**src/rtl/sseg_scan_driver.sv**
```systemverilog
`default_nettype none
// ============================================================================
// Module  : sseg_scan_driver
// Brief   : Time-multiplexed N-digit common-anode seven-segment scan driver
//           with frame-aligned double-buffered loads.
// Revision: 1.0 - initial release
// ============================================================================
module sseg_scan_driver #(
    parameter int N_DIGITS      = 4,
    parameter int REFRESH_DIV   = 50000,
    parameter bit AN_ACTIVE_LOW = 1'b1
) (
    input  logic                  clk,
    input  logic                  rst,
    input  logic [4*N_DIGITS-1:0] value,
    input  logic [N_DIGITS-1:0]   dp_in,
    input  logic [N_DIGITS-1:0]   blank_in,
    input  logic                  lz_blank,
    input  logic                  load,
    output logic                  upd,
    output logic [6:0]            sseg,
    output logic                  dp,
    output logic [N_DIGITS-1:0]   an
);

    localparam int c_CNT_W = $clog2(REFRESH_DIV);
    localparam int c_DIG_W = (N_DIGITS > 1) ? $clog2(N_DIGITS) : 1;
    localparam int c_VAL_W = 4 * N_DIGITS;
    localparam logic [c_CNT_W-1:0]  c_CNT_LAST = c_CNT_W'(REFRESH_DIV - 1);
    localparam logic [c_DIG_W-1:0]  c_DIG_LAST = c_DIG_W'(N_DIGITS - 1);
    localparam logic [N_DIGITS-1:0] c_AN_OFF   = {N_DIGITS{AN_ACTIVE_LOW}};

    logic [c_CNT_W-1:0]  r_slot_q,       w_slot_d;
    logic [c_DIG_W-1:0]  r_digit_q,      w_digit_d;
    logic [c_VAL_W-1:0]  r_disp_val_q,   w_disp_val_d;
    logic [N_DIGITS-1:0] r_disp_dp_q,    w_disp_dp_d;
    logic [N_DIGITS-1:0] r_disp_blank_q, w_disp_blank_d;
    logic [c_VAL_W-1:0]  r_pend_val_q,   w_pend_val_d;
    logic [N_DIGITS-1:0] r_pend_dp_q,    w_pend_dp_d;
    logic [N_DIGITS-1:0] r_pend_blank_q, w_pend_blank_d;
    logic                r_pend_vld_q,   w_pend_vld_d;
    logic                r_upd_q,        w_upd_d;
    logic [6:0]          r_sseg_q,       w_sseg_d;
    logic                r_dp_q,         w_dp_d;
    logic [N_DIGITS-1:0] r_an_q,         w_an_d;

    logic                w_slot_end;
    logic                w_boundary;
    logic [N_DIGITS-1:0] w_upper_zero;
    logic                w_zero_run;
    logic [3:0]          w_nib;
    logic                w_dp_bit;
    logic                w_blanked;

    function automatic logic [6:0] f_decode(input logic [3:0] nib);
        logic [6:0] seg;
        case (nib)
            4'h0: seg = 7'b0000001;
            4'h1: seg = 7'b1001111;
            4'h2: seg = 7'b0010010;
            4'h3: seg = 7'b0000110;
            4'h4: seg = 7'b1001100;
            4'h5: seg = 7'b0100100;
            4'h6: seg = 7'b0100000;
            4'h7: seg = 7'b0001111;
            4'h8: seg = 7'b0000000;
            4'h9: seg = 7'b0000100;
            4'hA: seg = 7'b0001000;
            4'hB: seg = 7'b1100000;
            4'hC: seg = 7'b0110001;
            4'hD: seg = 7'b1000010;
            4'hE: seg = 7'b0110000;
            default: seg = 7'b0111000;
        endcase
        return seg;
    endfunction

    always_comb begin
        w_slot_end = (r_slot_q == c_CNT_LAST);
        w_boundary = w_slot_end && (r_digit_q == c_DIG_LAST);

        w_slot_d  = w_slot_end ? '0 : r_slot_q + c_CNT_W'(1);
        w_digit_d = r_digit_q;
        if (w_slot_end) begin
            w_digit_d = (r_digit_q == c_DIG_LAST) ? '0 : r_digit_q + c_DIG_W'(1);
        end

        w_disp_val_d   = r_disp_val_q;
        w_disp_dp_d    = r_disp_dp_q;
        w_disp_blank_d = r_disp_blank_q;
        w_pend_val_d   = r_pend_val_q;
        w_pend_dp_d    = r_pend_dp_q;
        w_pend_blank_d = r_pend_blank_q;
        w_pend_vld_d   = r_pend_vld_q;
        w_upd_d        = 1'b0;

        // A load landing on the boundary itself skips the pending stage.
        if (w_boundary && load) begin
            w_disp_val_d   = value;
            w_disp_dp_d    = dp_in;
            w_disp_blank_d = blank_in;
            w_pend_vld_d   = 1'b0;
            w_upd_d        = 1'b1;
        end else if (w_boundary && r_pend_vld_q) begin
            w_disp_val_d   = r_pend_val_q;
            w_disp_dp_d    = r_pend_dp_q;
            w_disp_blank_d = r_pend_blank_q;
            w_pend_vld_d   = 1'b0;
            w_upd_d        = 1'b1;
        end else if (load) begin
            w_pend_val_d   = value;
            w_pend_dp_d    = dp_in;
            w_pend_blank_d = blank_in;
            w_pend_vld_d   = 1'b1;
        end

        w_zero_run = 1'b1;
        for (int i = N_DIGITS - 1; i >= 0; i--) begin
            w_zero_run      = w_zero_run && (w_disp_val_d[4*i +: 4] == 4'h0);
            w_upper_zero[i] = w_zero_run;
        end

        // Outputs are computed from next state so they line up with the counters.
        w_nib     = 4'h0;
        w_dp_bit  = 1'b0;
        w_blanked = 1'b0;
        w_an_d    = c_AN_OFF;
        for (int i = 0; i < N_DIGITS; i++) begin
            if (w_digit_d == c_DIG_W'(i)) begin
                w_nib     = w_disp_val_d[4*i +: 4];
                w_dp_bit  = w_disp_dp_d[i];
                w_blanked = w_disp_blank_d[i] || (lz_blank && w_upper_zero[i] && (i != 0));
                if (w_slot_d != '0) begin
                    w_an_d[i] = ~AN_ACTIVE_LOW;
                end
            end
        end

        w_sseg_d = w_blanked ? 7'b1111111 : f_decode(w_nib);
        w_dp_d   = w_blanked ? 1'b1 : ~w_dp_bit;
    end

    always_ff @(posedge clk) begin
        if (rst) begin
            r_slot_q       <= '0;
            r_digit_q      <= '0;
            r_disp_val_q   <= '0;
            r_disp_dp_q    <= '0;
            r_disp_blank_q <= '0;
            r_pend_val_q   <= '0;
            r_pend_dp_q    <= '0;
            r_pend_blank_q <= '0;
            r_pend_vld_q   <= 1'b0;
            r_upd_q        <= 1'b0;
            r_sseg_q       <= 7'b1111111;
            r_dp_q         <= 1'b1;
            r_an_q         <= c_AN_OFF;
        end else begin
            r_slot_q       <= w_slot_d;
            r_digit_q      <= w_digit_d;
            r_disp_val_q   <= w_disp_val_d;
            r_disp_dp_q    <= w_disp_dp_d;
            r_disp_blank_q <= w_disp_blank_d;
            r_pend_val_q   <= w_pend_val_d;
            r_pend_dp_q    <= w_pend_dp_d;
            r_pend_blank_q <= w_pend_blank_d;
            r_pend_vld_q   <= w_pend_vld_d;
            r_upd_q        <= w_upd_d;
            r_sseg_q       <= w_sseg_d;
            r_dp_q         <= w_dp_d;
            r_an_q         <= w_an_d;
        end
    end

    assign upd  = r_upd_q;
    assign sseg = r_sseg_q;
    assign dp   = r_dp_q;
    assign an   = r_an_q;

endmodule
`default_nettype wire

```
**config.mk**
```make
export PLATFORM = sky130hd
export DESIGN_NAME = sseg_scan_driver
export DESIGN_NICKNAME = d
export VERILOG_FILES = /design/src/rtl/sseg_scan_driver.sv
export SDC_FILE = /design/constraint.sdc
export NUM_CORES = 1
export LEC_CHECK = 0
export ABC_AREA = 1
export CAP_MARGIN = 40
export CORE_MARGIN = 2
export CORE_UTILIZATION = 30
export DETAILED_ROUTE_END_ITERATION = 12
export PLACE_DENSITY_LB_ADDON = 0.12
export SLEW_MARGIN = 20
export SYNTH_ARGS = -nofsm -noshare
export SYNTH_HDL_FRONTEND = slang
export SYNTH_SLANG_ARGS = --single-unit
```
**constraint.sdc**
```tcl
create_clock -name clk -period 3.05 [get_ports clk]
set_input_delay 0.61 -clock clk [delete_from_list [all_inputs] [get_ports clk]]
set_output_delay 0.61 -clock clk [all_outputs]
set_load 0.03 [all_outputs]
```
Word-level counts from Yosys, hierarchy flattened

Memories as Yosys holds them, arrays and structs flattened. A register that Yosys moved wholly into a read port is not among the register bits.
Cells that the tools add are included.

Input port bits: 28
Memories kept: 1
Logic and storage cells: 77
ROM bits: 112
Output and inout bits: 13
Latch bits: 0
Bits in writable memories: 0
Register bits after elaboration: 73

Shifts and indexed selects: 0
Multiply operators: 0
Bitwise gates (word level): 7
$lt $le $gt $ge: 0
Reductions and logical operators: 23
Muxes and demuxes: 24
Div/mod/pow operators: 0
$add $sub $neg: 2
Equality and inequality tests: 5

Memory list:

| name            | words | width | rd ports | clocked after memory_dff | write ports | line | text |
|---|---|---|---|---|---|---|---|
| (no name shown) | 16    | 7     | 1        | 1                        | 0           | 57   | `case (nib)` |

Operator list:

| kind                    | count |
|---|---|
| $mux W16                | 3 |
| $mux W4                 | 8 |
| $add A16 B1 Y16 const B | 1 |
| $eq A16 B16 Y1 const B  | 1 |
| $reduce_bool A16 Y1     | 1 |
| $logic_not A4 Y1        | 3 |
| $mux W1                 | 11 |
| $reduce_or A2 Y1        | 5 |
| $logic_and A1 B1 Y1     | 8 |
| $not A1 Y1              | 7 |
| $eq A2 B2 Y1 const B    | 3 |
| $mux W2                 | 2 |
| $logic_or A1 B1 Y1      | 3 |
| $reduce_and A3 Y1       | 1 |
| $reduce_or A3 Y1        | 1 |
| $add A2 B1 Y2 const B   | 1 |
| $eq A2 B1 Y1 const B    | 1 |
| $logic_not A2 Y1        | 1 |

Depth between registers and ports, before layout

Word-level depth: 14
Mapped depth: 20

Worst setup path after synthesis

Ideal clock, no wire load.

Path type: register -> register
From: reg r_slot_q[0]
To: reg r_sseg_q[6] (netlist: sseg[6])
Path slack: 0.518 ns
Required time: 2.935 ns
Data arrival time: 2.418 ns
Setup time: 0.115 ns
Cell stages (with the launch flop): 19
Period minus slack after synthesis: 2.532 ns
Path through: dfxtp_1 -> ha_1 -> nand3_2 -> nor2_2 -> nand2_4 -> nor2_8 -> nand2_2 -> buf_6 -> or2_1 -> nand3_1 -> inv_2 -> nor3_4 -> inv_2 -> ha_1 -> nand3b_1 -> nand3_1 -> nand2_1 -> inv_1 -> nand2_1

Word-level cells in the longest chain between the ends: 14

Ends and longest elaborated chain:

| item                              | line | text |
|---|---|---|
| start: declaration                | 33   | `logic [c_CNT_W-1:0] r_slot_q, w_slot_d;` |
| start signal: assignment          | 159  | `r_slot_q <= w_slot_d;` |
| $eq A16 B16 Y1 *                  | 79   | `w_slot_end = (r_slot_q == c_CNT_LAST);` |
| $logic_and A1 B1 Y1               | 80   | `w_boundary = w_slot_end && (r_digit_q == c_DIG_LAST);` |
| $logic_and A1 B1 Y1               | 104  | `end else if (w_boundary && r_pend_vld_q) begin` |
| $mux W16                          | 104  |  |
| $mux W16                          | 98   | `if (w_boundary && load) begin` |
| $logic_not A4 Y1                  | 119  | `w_zero_run = w_zero_run && (w_disp_val_d[4*i +: 4] == 4'h0);` |
| $logic_and A1 B1 Y1 (2 in series) | 119  |  |
| $logic_and A1 B1 Y1               | 132  | `w_blanked = w_disp_blank_d[i] \|\| (lz_blank && w_upper_zero[i] && (i != 0));` |
| $logic_or A1 B1 Y1                | 132  |  |
| $mux W1 (3 in series)             | 129  | `if (w_digit_d == c_DIG_W'(i)) begin` |
| $reduce_or A2 Y1 (no source line) | -    |  |
| end: declaration                  | 43   | `logic [6:0] r_sseg_q, w_sseg_d;` |

Every way passes the cells marked *; elsewhere a longest branch is shown, timed or not.
A chain may end at the register's enable or synchronous reset.

Worst setup path in the final report

From: reg r_slot_q[0]
To: reg r_sseg_q[3] (netlist: sseg[3])

Same word-level chain as after synthesis.

==> results by group <==
Run status
  – Status: finished clean

Worst setup path
  – Critical path's largest stage delay: 0.35 ns
  – Worst-path maximum fanout: 23
  – Worst path arrival time: 3.01 ns
  – Buffers & Inverters on Critical Path: 5
  – CP endpoint kind: flop
  – Stages on worst setup path: 18
  – CP dominant cell by count: nand2_1
  – CP required: about 3.3 ns
  – Critical-path cell list: ha_1 > nand3_2 > nor2_4 > nand4_1 > buf_12 > inv_1 > buf_4 > nand2_1 > nand3_1 > nand3_1 > nand4_2 > inv_1 > ha_1 > inv_1 > nand2_1 > nand3_1 > nand2_1 > nand2_1
  – Critical-path top delay cell: dfxtp_1
  – R2R cell count: 18
  – Crit start category: flop
  – Crit path kind: reg -> reg
  – Cell family with most CP delay: simple AND/OR/NAND/NOR gates

Routing
  – Routed WL: ~11000 um
  – DRC errors left: 0
  – DR WL/cell: between 10 and 15 um
  – Remaining antenna violation count: 0
  – Average vias per placed instance: 4.60
  – Drt pass-1 iters: 4
  – 1st-iter DRT viols: ~250
  – Total number of vias: approximately 3800

Floorplan
  – Die Area: 14400 um^2
  – IO Count: 41
  – Die width: 120 um
  – Die height: 120 um
  – Core Rows: 42
  – Core footprint: approximately 13000 um^2
  – Initial Utilization: between 30% and 40%

STA
  – Least-Margin Pin Slew: 0.734 ns
  – Final hold vios: 0
  – RSZ-0062 raised after global routing: no
  – Max Fclk: 360 MHz
  – Crit path time final: 2.78 ns
  – Crit share post-route: 91.0%
  – Final setup vio count: 0
  – Max-slew violations: 0
  – Final TNS setup: 0 ns
  – Clock skew: 0.00996 ns
  – Worst slew margin: between 50% and 60%

Synthesis
  – Syn_area_per_cell: 6.83 um^2
  – Syn Std Cell Area: 4030 um^2
  – Cell types occupying the most area after synthesis: dfxtp_1, nand2_1, nor2_1
  – Synth area leader: dfxtp_1
  – Most instantiated library cell after synthesis: nand2_1
  – Syn nets: 625
  – Post-synthesis sequential area ratio: 39.7%
  – Synth Instances: 590
  – Synth warn: 0
  – Post-synth EDFFs: 0
  – Yosys top cell area share: approximately two fifths
  – Distinct cells, synth: 35
  – Ys flop type: dfxtp_1
  – Yosys reg bits: 80
  – Synth top cells by count: nand2_1, nor2_1, dfxtp_1
  – Async SR Flop Fraction: 0%

Final layout
  – Fin util: 37.9%
  – Filler-free cell count of the finished design: approximately 820
  – Seq. cell area: roughly 1600 um^2
  – Layout Nets: 670
  – Total of fill cells in the finished design: approximately 1400
  – Design area: 5000 um^2
  – Share of cells above drive strength 1: approximately an eighth
  – Multi-input combinational cell area: 2140 um^2
  – Ant. Diodes: 0
  – Area Growth Syn to Fin: 24.2%

Global routing
  – Largest net degree at the start of global routing: 38
  – First-pass GRT wire length: 17500 um
  – Vias in the first global route: about 3600
  – Gr ovfl total: 0
  – All-Layer GR Usage: ~16%
  – Initial antenna violation count: 0

Min path
  – Hold Crit Depth: 2
  – HP Class: reg -> reg

CTS
  – Clock latency on the worst-skew pair: 0.35 ns
  – Buffer depth of the longest clock path: 2
  – Postcts setup bufs: 0
  – Total clock sinks: 80
  – Clock root buffer: clkbuf_16
  – H-tree depth: 3
  – PostCTS Resize Cnt: 0
  – Total CTS buffers: 9
  – Clk slew on worst S/H paths: 0.06 ns
  – Hold buffer count at cts: 0
  – CTS tree: yes

Placement
  – HPWL after detailed placement: 7810 um
  – GP Congestion: slightly below 0.9
  – DP Area: 4670 um^2
  – PortBufs: 40
  – Inst Count DP: 800

Run
  – Max-cap violations: 0

Power and ir drop
  – PD cells: roughly 480 nW/um^2
  – Peak supply drop: 0.000235 V
  – Pleak: between 2 and 2.5 nW
-- layout make-up --
| class | count | area share, % |
|---|---|---|
| Tap cell | 176 | 4.40 |
| Clock inverter | 6 | 1.65 |
| Inverter | 54 | 4.10 |
| Timing Repair Buffer | 54 | 10.3 |
| Sequential cell | 80 | 32.0 |
| Clock buffer | 10 | 4.78 |
| Multi-Input combinational cell | 436 | 42.8 |
-- flip-flops by register name (all words and copies together) (netlist names), 7 cells and up --
name / cells
sseg: 7
r_disp_val_q: 16
r_pend_val_q: 16
r_slot_q: 16
-- worst paths after layout --
path                                  startpoint  slack (ns)                        endpoint
setup / recovery          r_slot_q[0]$_SDFF_PP0_        0.27              sseg[3]$_SDFF_PP1_
hold / removal    r_pend_blank_q[3]$_SDFFE_PP0P_        0.46  r_pend_blank_q[3]$_SDFFE_PP0P_
setup reg to reg          r_slot_q[0]$_SDFF_PP0_        0.27              sseg[3]$_SDFF_PP1_
hold reg to reg   r_pend_blank_q[3]$_SDFFE_PP0P_        0.46  r_pend_blank_q[3]$_SDFFE_PP0P_
-- stage by stage --
stage	total power, mW	hold WS (ns)	setup slack (ns)
5_1_grt	2.51	0.477	0.0171
3_3_place_gp	1.26	0.451	0.230
3_5_place_dp	1.26	0.451	0.188
4_1_cts	2.44	0.462	0.175
6_report	2.40	0.462	0.274
2_1_floorplan	1.18	0.434	0.518
-- per-layer routing --
metal	vias up	global-route usage, %	wire length (um)
met4	0	4.85	125
met5	-	0	0
met3	8	4.09	392
li1	1980	-	-
met1	1711	20.8	5220
met2	57	25.1	4810
-- layout by cell type, fill, tap and decap left out, types with 2 or more instances in the layout --
master / instances
nand2_1: 165
nor2_1: 84
dfxtp_1: 80
nand3_1: 56
inv_1: 44
clkdlybuf4s50_1: 39
o21ai_0: 21
a21oi_1: 19
buf_4: 13
or2_1: 10
clkbuf_16: 9
nor2_2: 8
inv_2: 8
nor3_1: 8
nand2_2: 7
nand4_1: 7
a211oi_1: 7
ha_1: 7
clkinv_2: 5
or2_2: 5
nand3b_1: 5
nor2_4: 4
nand2_4: 4
nand3_2: 3
o21ai_1: 3
o21ai_2: 2
o211ai_2: 2
nand4_2: 2
bufinv_16: 2
-- report_power, final --
group / internal (mW) / switching (mW) / leakage, nW
Sequential: 1.07 / 0.0151 / 0.653
Clock: 0.734 / 0.434 / 0.158
Combinational: 0.0648 / 0.0818 / 1.33
-- worst register-to-register path, cell delays in order, from the launching register on --
cell     delay [ns]
dfxtp_1        0.35
ha_1           0.21
nand3_2        0.17
nor2_4         0.18
nand4_1        0.16
buf_12         0.21
inv_1          0.17
buf_4          0.17
nand2_1        0.07
nand3_1        0.09
nand3_1        0.10
nand4_2        0.12
inv_1          0.08
ha_1           0.30
inv_1          0.04
nand2_1        0.06
nand3_1        0.06
nand2_1        0.07
nand2_1        0.05
-- cell families (layout without fill, tap and decap cells) --
family / after synthesis / in the layout / share of synthesized area [%]
and+or+nand+nor: 370 / 370 / 42.0
DFF: 80 / 80 / 39.7
AOI/OAI and AO/OA: 57 / 57 / 8.23
xor gates and xnor gates: 2 / 2 / 0.435
adders and majority gates: 7 / 7 / 2.17
buffers and inverters: 74 / 124 / 7.42
Power figures use the tool's default switching activity.
